==> src/rtl/token_ring_arbiter_pkg.sv <==
// Shared types and one-hot helpers for the token ring arbiter.
// Helpers operate on a 32-bit container; callers zero-extend and truncate.
package token_ring_arbiter_pkg;

  typedef enum logic [1:0] {
    ST_INIT,
    ST_CIRC,
    ST_HOLD,
    ST_RECOVER
  } state_t;

  localparam int MAX_STATIONS = 32;

  // Rotate the low n bits of v left by one, bit n-1 wrapping to bit 0.
  function automatic logic [31:0] rotl1(input logic [31:0] v, input int n);
    logic [31:0] mask;
    mask = (n >= MAX_STATIONS) ? '1 : ((32'd1 << n) - 32'd1);
    return ((v << 1) | (v >> (n - 1))) & mask;
  endfunction

  function automatic logic is_onehot(input logic [31:0] v);
    return (v != 32'd0) && ((v & (v - 32'd1)) == 32'd0);
  endfunction

endpackage

==> src/rtl/token_ring_hold_ctr.sv <==
// Ownership-length counter: load to 1 when a grant starts, count up while held,
// flag when the holder has used its full allotment.
module token_ring_hold_ctr
  import token_ring_arbiter_pkg::*;
#(
  parameter int HOLD_MAX = 8
) (
  input  logic clk,
  input  logic reset,
  input  logic load,
  input  logic inc,
  output logic at_max
);

  logic [7:0] count;

  always_ff @(posedge clk or posedge reset) begin
    if (reset) begin
      count <= 8'd0;
    end else if (load) begin
      count <= 8'd1;
    end else if (inc) begin
      count <= count + 8'd1;
    end
  end

  assign at_max = (count == 8'(HOLD_MAX));

endmodule

==> src/rtl/token_ring_arbiter.sv <==
// N-station token ring: injects one token after reset, circulates it one station
// per cycle, grants bounded ownership to a requesting holder, and regenerates lost tokens.
module token_ring_arbiter
  import token_ring_arbiter_pkg::*;
#(
  parameter int N_STATIONS = 4,
  parameter int INIT_POS   = 0,
  parameter int HOLD_MAX   = 8,
  parameter int CNT_W      = 8
) (
  input  logic                  clk,
  input  logic                  reset,
  input  logic [N_STATIONS-1:0] req,
  input  logic [N_STATIONS-1:0] early_release,
  input  logic                  dbg_drop,
  output logic [N_STATIONS-1:0] grant,
  output logic [N_STATIONS-1:0] tok_vec,
  output logic                  tok_valid,
  output logic                  regen,
  output logic [CNT_W-1:0]      err_cnt
);

  localparam logic [N_STATIONS-1:0] INIT_VEC =
    {{(N_STATIONS-1){1'b0}}, 1'b1} << INIT_POS;

  state_t                  state, state_n;
  logic [N_STATIONS-1:0]   tok_q, tok_n;
  logic [N_STATIONS-1:0]   grant_q, grant_n;
  logic                    regen_q, regen_n;
  logic [CNT_W-1:0]        err_q, err_n;
  logic [N_STATIONS-1:0]   tok_rot;
  logic                    holder_req, holder_rel;
  logic                    ctr_load, ctr_inc, ctr_at_max;

  assign tok_rot    = N_STATIONS'(rotl1(32'(tok_q), N_STATIONS));
  assign tok_valid  = is_onehot(32'(tok_q));
  assign holder_req = |(req & tok_q);
  assign holder_rel = |(early_release & tok_q);

  token_ring_hold_ctr #(
    .HOLD_MAX(HOLD_MAX)
  ) u_hold_ctr (
    .clk    (clk),
    .reset  (reset),
    .load   (ctr_load),
    .inc    (ctr_inc),
    .at_max (ctr_at_max)
  );

  always_ff @(posedge clk or posedge reset) begin
    if (reset) begin
      state   <= ST_INIT;
      tok_q   <= '0;
      grant_q <= '0;
      regen_q <= 1'b0;
      err_q   <= '0;
    end else begin
      state   <= state_n;
      tok_q   <= tok_n;
      grant_q <= grant_n;
      regen_q <= regen_n;
      err_q   <= err_n;
    end
  end

  // The health check outranks dbg_drop so a drop cannot mask an already-bad token.
  always_comb begin
    state_n  = state;
    tok_n    = tok_q;
    grant_n  = grant_q;
    regen_n  = 1'b0;
    err_n    = err_q;
    ctr_load = 1'b0;
    ctr_inc  = 1'b0;
    case (state)
      ST_INIT: begin
        tok_n   = INIT_VEC;
        grant_n = '0;
        state_n = ST_CIRC;
      end
      ST_CIRC: begin
        if (!tok_valid) begin
          grant_n = '0;
          state_n = ST_RECOVER;
        end else if (dbg_drop) begin
          tok_n   = '0;
          grant_n = '0;
        end else if (holder_req) begin
          grant_n  = tok_q;
          ctr_load = 1'b1;
          state_n  = ST_HOLD;
        end else begin
          tok_n = tok_rot;
        end
      end
      ST_HOLD: begin
        if (!tok_valid) begin
          grant_n = '0;
          state_n = ST_RECOVER;
        end else if (dbg_drop) begin
          tok_n   = '0;
          grant_n = '0;
          state_n = ST_CIRC;
        end else if (holder_rel || !holder_req || ctr_at_max) begin
          // Handing the token onward is what makes a persistent request wait a full lap.
          grant_n = '0;
          tok_n   = tok_rot;
          state_n = ST_CIRC;
        end else begin
          ctr_inc = 1'b1;
        end
      end
      ST_RECOVER: begin
        tok_n   = INIT_VEC;
        grant_n = '0;
        regen_n = 1'b1;
        if (err_q != '1) begin
          err_n = err_q + CNT_W'(1);
        end
        state_n = ST_CIRC;
      end
      default: begin
        grant_n = '0;
        state_n = ST_INIT;
      end
    endcase
  end

  assign grant   = grant_q;
  assign tok_vec = tok_q;
  assign regen   = regen_q;
  assign err_cnt = err_q;

endmodule

==> config.mk <==
export PLATFORM = sky130hd
export DESIGN_NAME = token_ring_arbiter
export DESIGN_NICKNAME = d
export VERILOG_FILES = /design/src/rtl/token_ring_arbiter_pkg.sv /design/src/rtl/token_ring_hold_ctr.sv /design/src/rtl/token_ring_arbiter.sv
export SDC_FILE = /design/constraint.sdc
export NUM_CORES = 1
export LEC_CHECK = 0
export CORE_MARGIN = 2
export CORE_UTILIZATION = 46
export DETAILED_ROUTE_END_ITERATION = 16
export PLACE_DENSITY = 0.87
export RECOVER_POWER = 50
export SLEW_MARGIN = 20
export SYNTH_ARGS = -nofsm -noshare
export SYNTH_HDL_FRONTEND = slang
export SYNTH_SLANG_ARGS = --single-unit
==> constraint.sdc <==
create_clock -name clk -period 2 [get_ports clk]
set_input_delay 0.4 -clock clk [delete_from_list [all_inputs] [get_ports clk]]
set_output_delay 0.4 -clock clk [all_outputs]
set_load 0.02 [all_outputs]
==> results of run 1 <==
critical path: cells and delay by family, from the launching register on:
kind,cells,cell delay [ps]
simple gates,3,710
flops,1,500
compound gates,2,390
buf+inv,2,350
area by class of cell:
type / count / share of cell area [%]
timing repair buffer: 52 / 21.9
clock buffer: 3 / 1.08
inverter: 14 / 2.53
clock inverter: 1 / 0.241
multi-input combinational: 102 / 38.8
sequential: 27 / 32.8
tap: 44 / 2.65
worst min path at each step:
stage	depth (start not counted)	start	end
floorplan	1	reset	err_cnt[0]$_DFFE_PP0P_
global placement	1	err_cnt[5]$_DFFE_PP0P_	err_cnt[5]$_DFFE_PP0P_
detailed placement	1	err_cnt[5]$_DFFE_PP0P_	err_cnt[5]$_DFFE_PP0P_
CTS	3	reset	err_cnt[5]$_DFFE_PP0P_
global route	1	err_cnt[5]$_DFFE_PP0P_	err_cnt[5]$_DFFE_PP0P_
finish	1	err_cnt[5]$_DFFE_PP0P_	err_cnt[5]$_DFFE_PP0P_
sequential cells by signal (all words and copies together) (netlist names):
name	flops
err_cnt	8
grant	4
regen	1
state	2
tok_vec	4
u_hold_ctr.count	8
power groups by stage:
stage | Sequential, mW | Clock, mW | Combinational, mW
floorplan | 0.972 | 0 | 0.795
global placement | 0.858 | 0 | 1.40
detailed placement | 0.868 | 0 | 1.45
CTS | 0.858 | 0.244 | 1.47
global route | 0.891 | 0.268 | 1.64
finish | 0.868 | 0.239 | 1.51
what timing repair did:
action	CTS	global route
cloned	0	0
setup endpoints to repair	5	18
setup buffers	1	2
pin swaps	3	6
resized for setup	9	10
logic make-up (layout without fill, tap and decap cells):
| logic type | count (synthesis) | in the layout | synth area share [%] |
|---|---|---|---|
| and+or+nand+nor | 49 | 49 | 19.2 |
| AOI/OAI and AO/OA | 32 | 32 | 16.3 |
| DFF | 27 | 27 | 45.2 |
| buffers and inverters | 18 | 70 | 4.85 |
| xor gates and xnor gates | 9 | 9 | 5.27 |
| adders and majority gates | 6 | 6 | 5.02 |
| muxes | 6 | 6 | 4.10 |
Yosys cell counts (all sizes together), types with 2 or more instances:
cell,count,share of area [%]
a21boi,2,1.3
a21oi,12,4.0
a22o,4,2.3
a22oi,2,1.3
and2,3,1.3
and4,2,1.2
buf,4,1.3
dfrtp,27,45
ha,6,5.0
inv,14,3.5
mux2i,5,3.3
nand2,12,3.0
nand2b,2,0.84
nand3,9,3.0
nand4,3,2.3
nor2,5,1.3
nor4b,2,1.2
o21ai,5,1.7
or3,5,2.3
xnor2,5,2.9
xor2,4,2.3
per-layer routing:
metal | part of all wire (%) | global-route usage [%] | vias up
li1 | - | - | 625
met3 | 3.2 | 3.99 | 4
met4 | 1.0 | 7.14 | 0
met1 | 42 | 24.0 | 622
met5 | 0 | 0 | -
met2 | 53 | 38.2 | 26
through the flow:
step | utilization [%] | std cells | setup WS, ps
2_1_floorplan | - | 147 | 31.0
3_3_place_gp | 64.6 | 236 | -308
3_5_place_dp | 64.6 | 236 | -398
4_1_cts | 66.4 | 241 | 0.0953
5_1_grt | 67.4 | 243 | -92.4
6_report | 67.4 | 243 | -40.7
==> metrics.cfg, run 1 <==
[setup_path]
end_kind=register
worstReg2RegStart=tok_vec[1]$_DFFE_PP0P_
r2r-end=u_hold_ctr.count[7]$_DFFE_PP0P_
crit_end=u_hold_ctr.count[7]$_DFFE_PP0P_
arrival_ps=2290
critPathSlowestCell=dfrtp_2
reg2reg_setup_slack_ps=-40
worstSetupStartpoint=tok_vec[1]$_DFFE_PP0P_
crit_chain=buf_4, and2_1, a2111oi_4, buf_4, nand4_4, or4_1, a21oi_1
cp.required_ps=2250
slowest_delay_ps=500
cp_common_cell=buf_4
cp_max_fo=8
rr_worst_depth=7
start_kind=register
critPathKind=register to register

[yosys]
async_flop_share_pct=100
synth_edf_count=0
ys_dominant_reg_cell=dfrtp_1
ys_seq_area_share_pct=45.2
yosys_warnings=0
syn-cell-area_sq_um=1500
synth_cells=147
synth_cell_type_count=39
synth_nets=164
ys_seq_elements=27
avgSynthCellArea_sq_um=10.2

[hold_path]
min_path_type=register to register

[pwr]
power_density_nw_per_um2=1260
p_total_mw=2.62
swShare_pct=42.0
power_frac_comb_pct=57.7
irDropWorstVdd_mv=1.12
internal_power_mw=1.52
clockPowerShare_pct=9.1
p_leak_nw=0.892
switching_power_mw=1.10
p_seq_share_pct=33.1

[clock_tree]
htree_num_levels=1
cts_tree=built
ctsHoldBuffers=0
root_buffer=clkbuf_4
clk_latency_ps=330
numCtsBuffers=3
cts_buffer_depth=2
cts_sinks=27
clk_pin_slew_ps=150

[timing]
tightest_slew_ps=397
setup_viol=1
fmax_ghz=0.490
max-slew-margin-rel_pct=73.3
tns_ps=-40.7
finalMaxSlewViolations=0
skew_ps=6.99
worst_slack_ps=-40.7
holdWs_ps=494
period_minus_slack_ps=2040
hold_viol_final=0
rsz0062_at_grt=yes
post-route-period-util_pct=102

[finish]
fillers=246
seqCellArea_sq_um=681
fin_nets=217
finish.instance_area_sq_um=2080
multi_input_area_sq_um=805
layout_commonest_cell=clkdlybuf4s50_1
mostFrequentLayoutCells=26 x clkdlybuf4s50_1, 23 x dfrtp_1, 20 x buf_4, 13 x inv_1, 11 x nand2_1
area_growth_pct=38.8
drive_gt1_share_pct=25.1
antennaDiodeCount=0

[global_route]
grt_pass1_wl_mm=5.65
grt_max_degree=28
antenna_found_initial=0
grt_overflow=0
grt_usage_pct=20.7
grt_pass1_vias=1264

[placed_design]
portBuffers=28
place_congestion=0.843
place_area_sq_um=1990
hpwl_mm=2.58

[run_status]
violations=setup timing
status=finished, violations left

[floorplanning]
die_h_microns=61.0
fp.dieW_microns=61.0
num_io_pins=29
core_sq_um=3080
die_area_sq_um=3720
start_util_pct=48.6
std_cell_rows=20

[route]
ant_nets=0
finalWirelength_mm=3.44
drtIter0Drc=24
via_per_inst=5.26
vias=1277
drcViolationCount=0
wl_per_cell_microns=14.1
drt_first_pass_iters=4

[run]
cap_viol_max_count=0

Note: power is estimated with default switching activity, not from simulation.
==> inputs of run 2 (changes only) <==
- CTS_CLUSTER_DIAMETER: not set -> 60
==> results of run 2 <==
No change in the layout: final DEF, timing and power equal those of run 1.
==> RTL change 1, RTL diff (flow settings as in run 1) <==
Reset style: synchronous (`reset`), changed in 2 clocked blocks.
--- a/src/rtl/token_ring_hold_ctr.sv
+++ b/src/rtl/token_ring_hold_ctr.sv
@@ -14,7 +14,7 @@
 
   logic [7:0] count;
 
-  always_ff @(posedge clk or posedge reset) begin
+  always_ff @(posedge clk) begin
     if (reset) begin
       count <= 8'd0;
     end else if (load) begin
--- a/src/rtl/token_ring_arbiter.sv
+++ b/src/rtl/token_ring_arbiter.sv
@@ -47,7 +47,7 @@
     .at_max (ctr_at_max)
   );
 
-  always_ff @(posedge clk or posedge reset) begin
+  always_ff @(posedge clk) begin
     if (reset) begin
       state   <= ST_INIT;
       tok_q   <= '0;
Check against the original RTL: differs if reset is asserted again (counterexample within 4 cycles, from zero or initial values and one cycle with reset high); with reset held inactive, the same outputs for 10 cycles.
==> RTL change 1 against run 1 <==
The run still ends with negative setup slack left. Cell count fell by 0.41%. Cell area fell by 3.7%. Global-route usage fell by 0.35 points. Area after synthesis fell by 4.0%. Non-clock buffer count rose by 3. Wire length rose by 10%. Sequential share of layout area fell by 5.1 points. Sequential cell count did not move. Setup slack improved by 0.0050 ns. Fmax rose by 0.25%. Synthesized cell count rose by 7.5%. Critical endpoint is now u_hold_ctr.count[7].
Power is not compared: it rests on default switching activity, and its combinational part moved more than twofold at a synthesized area within 25%.
==> RTL change 1: results (changes against run 1) <==
STA
  – Clock skew: 0.0105 ns (+0.00350 ns)
  – Setup violations, final: 6 (+5)
  – Setup ws final: -0.0357 ns (+0.00504 ns)
  – Slew @ Worst Pin: 0.416 ns (+0.0184 ns)

Placed design
  – Final RePlAce weighted congestion: 0.863 (+2.4%)
  – Placement Setup Slack: -0.237 ns (+0.161 ns)
  – Hpwl dp: 2580 µm (about the same)
  – Post-DP Area: 1860 µm² (-6.3%)

Layout
  – Design area: 2000 µm² (-3.7%)
  – FILL cells: 230 (-6.5%)
  – NumNets Final: 227 (+4.6%)

Run status
  – Status: finished, violations left
  – Violated checks: negative setup slack

Global routing
  – Via count of the first global-routing pass: 1367 (+8.1%)
  – Met3 GRT Util: 2.60% (-1.4 points)
  – Grt met2 use: 38.4% (+0.11 points)
  – First-pass GRT wire length: 5640 µm (-0.25%)

Routing
  – DR WL/cell: 15.6 µm (+11%)
  – DR WL met3: 194 µm (+78%)
  – Vias per cell: 5.95 (+13%)
  – Met2 routed WL: 1950 µm (+6.3%)

Setup path
  – Arrival time worst endpoint: 2.31 ns (+0.02 ns)
  – Worst setup path start: u_hold_ctr.count[0]
  – Slowest cell on crit path: or4_4

Yosys
  – Multiplexer share of the synthesized area: 2.09% (-2.0 points)
  – Synth Area in Compound Gates: 21.1% (+4.8 points)
  – FFs w/ async S/R, synth: 0% (-100 points)
  – Cells taking the most area after synthesis: dfxtp_1 38%, ha_1 5.2%, a21oi_1 3.8%, nor4b_4 3.3%, buf_6 3.1%
  – Post-Synth XOR/XNOR Area: 4.27% (-1.0 points)

Min path
  – Hold_sp: grant[0]
## RTL change 1: cell types whose count changed after synthesis, sizes merged, moves of 4 or more
| cell | delta |
|---|---|
| and3 | +5 |
| dfrtp | -27 |
| dfxtp | +27 |
| inv | -4 |
| nor2 | +7 |
## RTL change 1: cell families after synthesis
group,count (synthesis)
DFF,27
adders and majority gates,6
buffers and inverters,18
AOI/OAI and AO/OA,43
xor gates and xnor gates,7
muxes,3
and+or+nand+nor,54
## RTL change 1: timing repair
action                                  in CTS  in global routing
setup buffers                                2                  3
endpoints found under the hold margin        0                  0
endpoints found under the setup margin       3                 17
resized for setup                            9                 15
pin swaps                                    2                 11
## RTL change 1: stage by stage
step                      hold WS, ns  instances
final                           0.483        242
after CTS                       0.496        239
after detailed placement        0.460        233
after global placement          0.460        233
after floorplan                 0.452        158
after global routing            0.498        242
## RTL change 1: layout make-up
type	instances	area share (%)
multi-input cells	113	42.4
repair buffers	55	24.7
flip-flops and latches	27	27.7
inverters	10	1.88
well taps	33	2.07
clock buffers	4	1.31
==> RTL change 2, RTL diff (settings of run 1) <==
Made on the original files. `CNT_W`: 8 -> 6.
--- a/src/rtl/token_ring_arbiter.sv
+++ b/src/rtl/token_ring_arbiter.sv
@@ -6,7 +6,7 @@
   parameter int N_STATIONS = 4,
   parameter int INIT_POS   = 0,
   parameter int HOLD_MAX   = 8,
-  parameter int CNT_W      = 8
+  parameter int CNT_W      = 6
 ) (
   input  logic                  clk,
   input  logic                  reset,
Ports: changed (resized err_cnt); port bits go from 29 to 27. No check against the original RTL was run, so the function may have changed too.
==> RTL change 2 against run 1 <==
Area after synthesis fell by 6.4%. The flow still finishes with violations (negative setup slack). Utilization rose by 5.9 points. Total power rose by 6.2%. Cell area rose by 5.2%. Sequential cell count fell by 2. Setup slack got worse by 0.17 ns. Wire length rose by 21%. Largest cell class unchanged. Critical path depth fell by 2.
==> RTL change 2: results (changes against run 1) <==
Run status
  – Violated checks: negative setup slack
  – Status: finished, violations left

Layout
  – Synth-to-layout area growth: 56.1%
  – Clock tree cell share of total cell area: 1.20% (-0.12 points)
  – Clkbuf count: 4 (+1)
  – FILL cells: 210 (-15%)
  – Logic inverters: 9 (-5)
  – Diode count: 0 (unchanged)
  – Seq cells: 25 (-7.4%)
  – NumNets Final: 230 (+6.0%)
  – Seq/total area: 28.9% (-3.9 points)
  – Layout cells sized above 1: 39.6% (+14 points)
  – Multi-input combinational area share: 39.3% (+0.50 points)
  – Multi-In Gates: 106 (+3.9%)
  – NonClk Buf Share: 27.2% (+5.3 points)
  – Non-Clock Buffer Count: 68 (+31%)

Placed design
  – Post-DP Area: 1950 µm² (-1.8%)
  – Hpwl dp: 2590 µm (+0.50%)
  – # port buffers: 26 (-7.1%)
  – Placement Setup Slack: -0.547 ns (-0.149 ns)
  – Final RePlAce weighted congestion: 0.904 (+7.3%)

Yosys
  – Synth Area in Compound Gates: 12.6% (-3.7 points)
  – Multiplexer share of the synthesized area: 4.56% (+0.46 points)
  – Cells taking the most area after synthesis: dfrtp_1 45%, ha_1 5.4%, nand2_1 4.3%, nand3_1 3.9%, nand4_1 3.1%
  – YS warnings: 0 (unchanged)
  – Top post-synthesis cells by count: 25 x dfrtp_1, 16 x nand2_1, 11 x nand3_1
  – Syn avg cell area: 9.65 µm² (-5.2%)
  – Post-Synth XOR/XNOR Area: 3.76% (-1.5 points)
  – Syn Nets: 162 (-1.2%)
  – Synth Area in Adders: 5.37% (+0.35 points)
  – Synth cell types: 38 (-2.6%)
  – Seq/Total Area, Yosys: 44.7% (-0.47 points)

Global routing
  – First-pass GRT wire length: 6220 µm (+10%)
  – Met1 Usage GRT: 28.1% (+4.1 points)
  – Total GRT Usage: 23.6% (+2.9 points)
  – Largest net degree at the start of global routing: 26 (-7.1%)
  – Met3 GRT Util: 2.40% (-1.6 points)
  – Grt met2 use: 44.0% (+5.7 points)

STA
  – Slew @ Worst Pin: 1.38 ns (+0.985 ns)
  – Clock skew: 0.0130 ns (+0.00602 ns)
  – Setup ws final: -0.212 ns (-0.171 ns)
  – Final setup TNS: -2.34 ns (-2.30 ns)
  – Hold WS: 0.520 ns (+0.0261 ns)
  – Setup violations, final: 19 (+18)

Setup path
  – R2R cell count: 5 (-2)
  – Worst R2R Start: tok_vec[0]
  – Arrival time worst endpoint: 2.48 ns (+0.19 ns)
  – Crit path max fanout: 6 (-2)

Min path
  – Hold EP: err_cnt[5]

Routing
  – Met2 routed WL: 2170 µm (+18%)
  – Vias per cell: 5.70 (+8.4%)
  – Iter 0 DRT Violations: 81 (+240%)
  – Routed vias: 1396 (+9.3%)
  – DRT Wirelength: 4160 µm (+21%)
  – DR WL met3: 198 µm (+82%)
  – Met1 wire length: 1710 µm (+17%)

Power
  – VDD IR max: 0.000773 V (-31%)
  – P_leak: 0.980 nW (+9.8%)
[RTL change 2: cell count changes after synthesis, moves of 3 or more]
cell and delta:
a21oi_1 -5, a22o_1 -4, buf_6 +3, inv_1 -5, nand2_1 +4, nand4_1 +5
[RTL change 2: worst max-delay path, stage by stage, from the launching register on]
cell	delay [ns]
dfrtp_2	0.51
a222oi_1	0.36
o211ai_1	0.22
or4_4	0.51
or3_1	0.39
a21oi_2	0.15
[RTL change 2: where the power goes]
part	switching [W]	total, W	internal (W)	leakage [nW]
clock	0.000163	0.000242	0.0000787	0.0150
combinational	0.000816	0.00173	0.000910	0.650
sequential	0.000170	0.000815	0.000645	0.314
total	0.00115	0.00278	0.00163	0.980
[RTL change 2: timing repair]
item | in CTS | in global routing
endpoints found under the setup margin | 19 | 18
gates cloned | 1 | 0
pin swaps | 5 | 13
setup buffers | 3 | 4
resized for setup | 18 | 25
hold endpoints to repair | 0 | 0
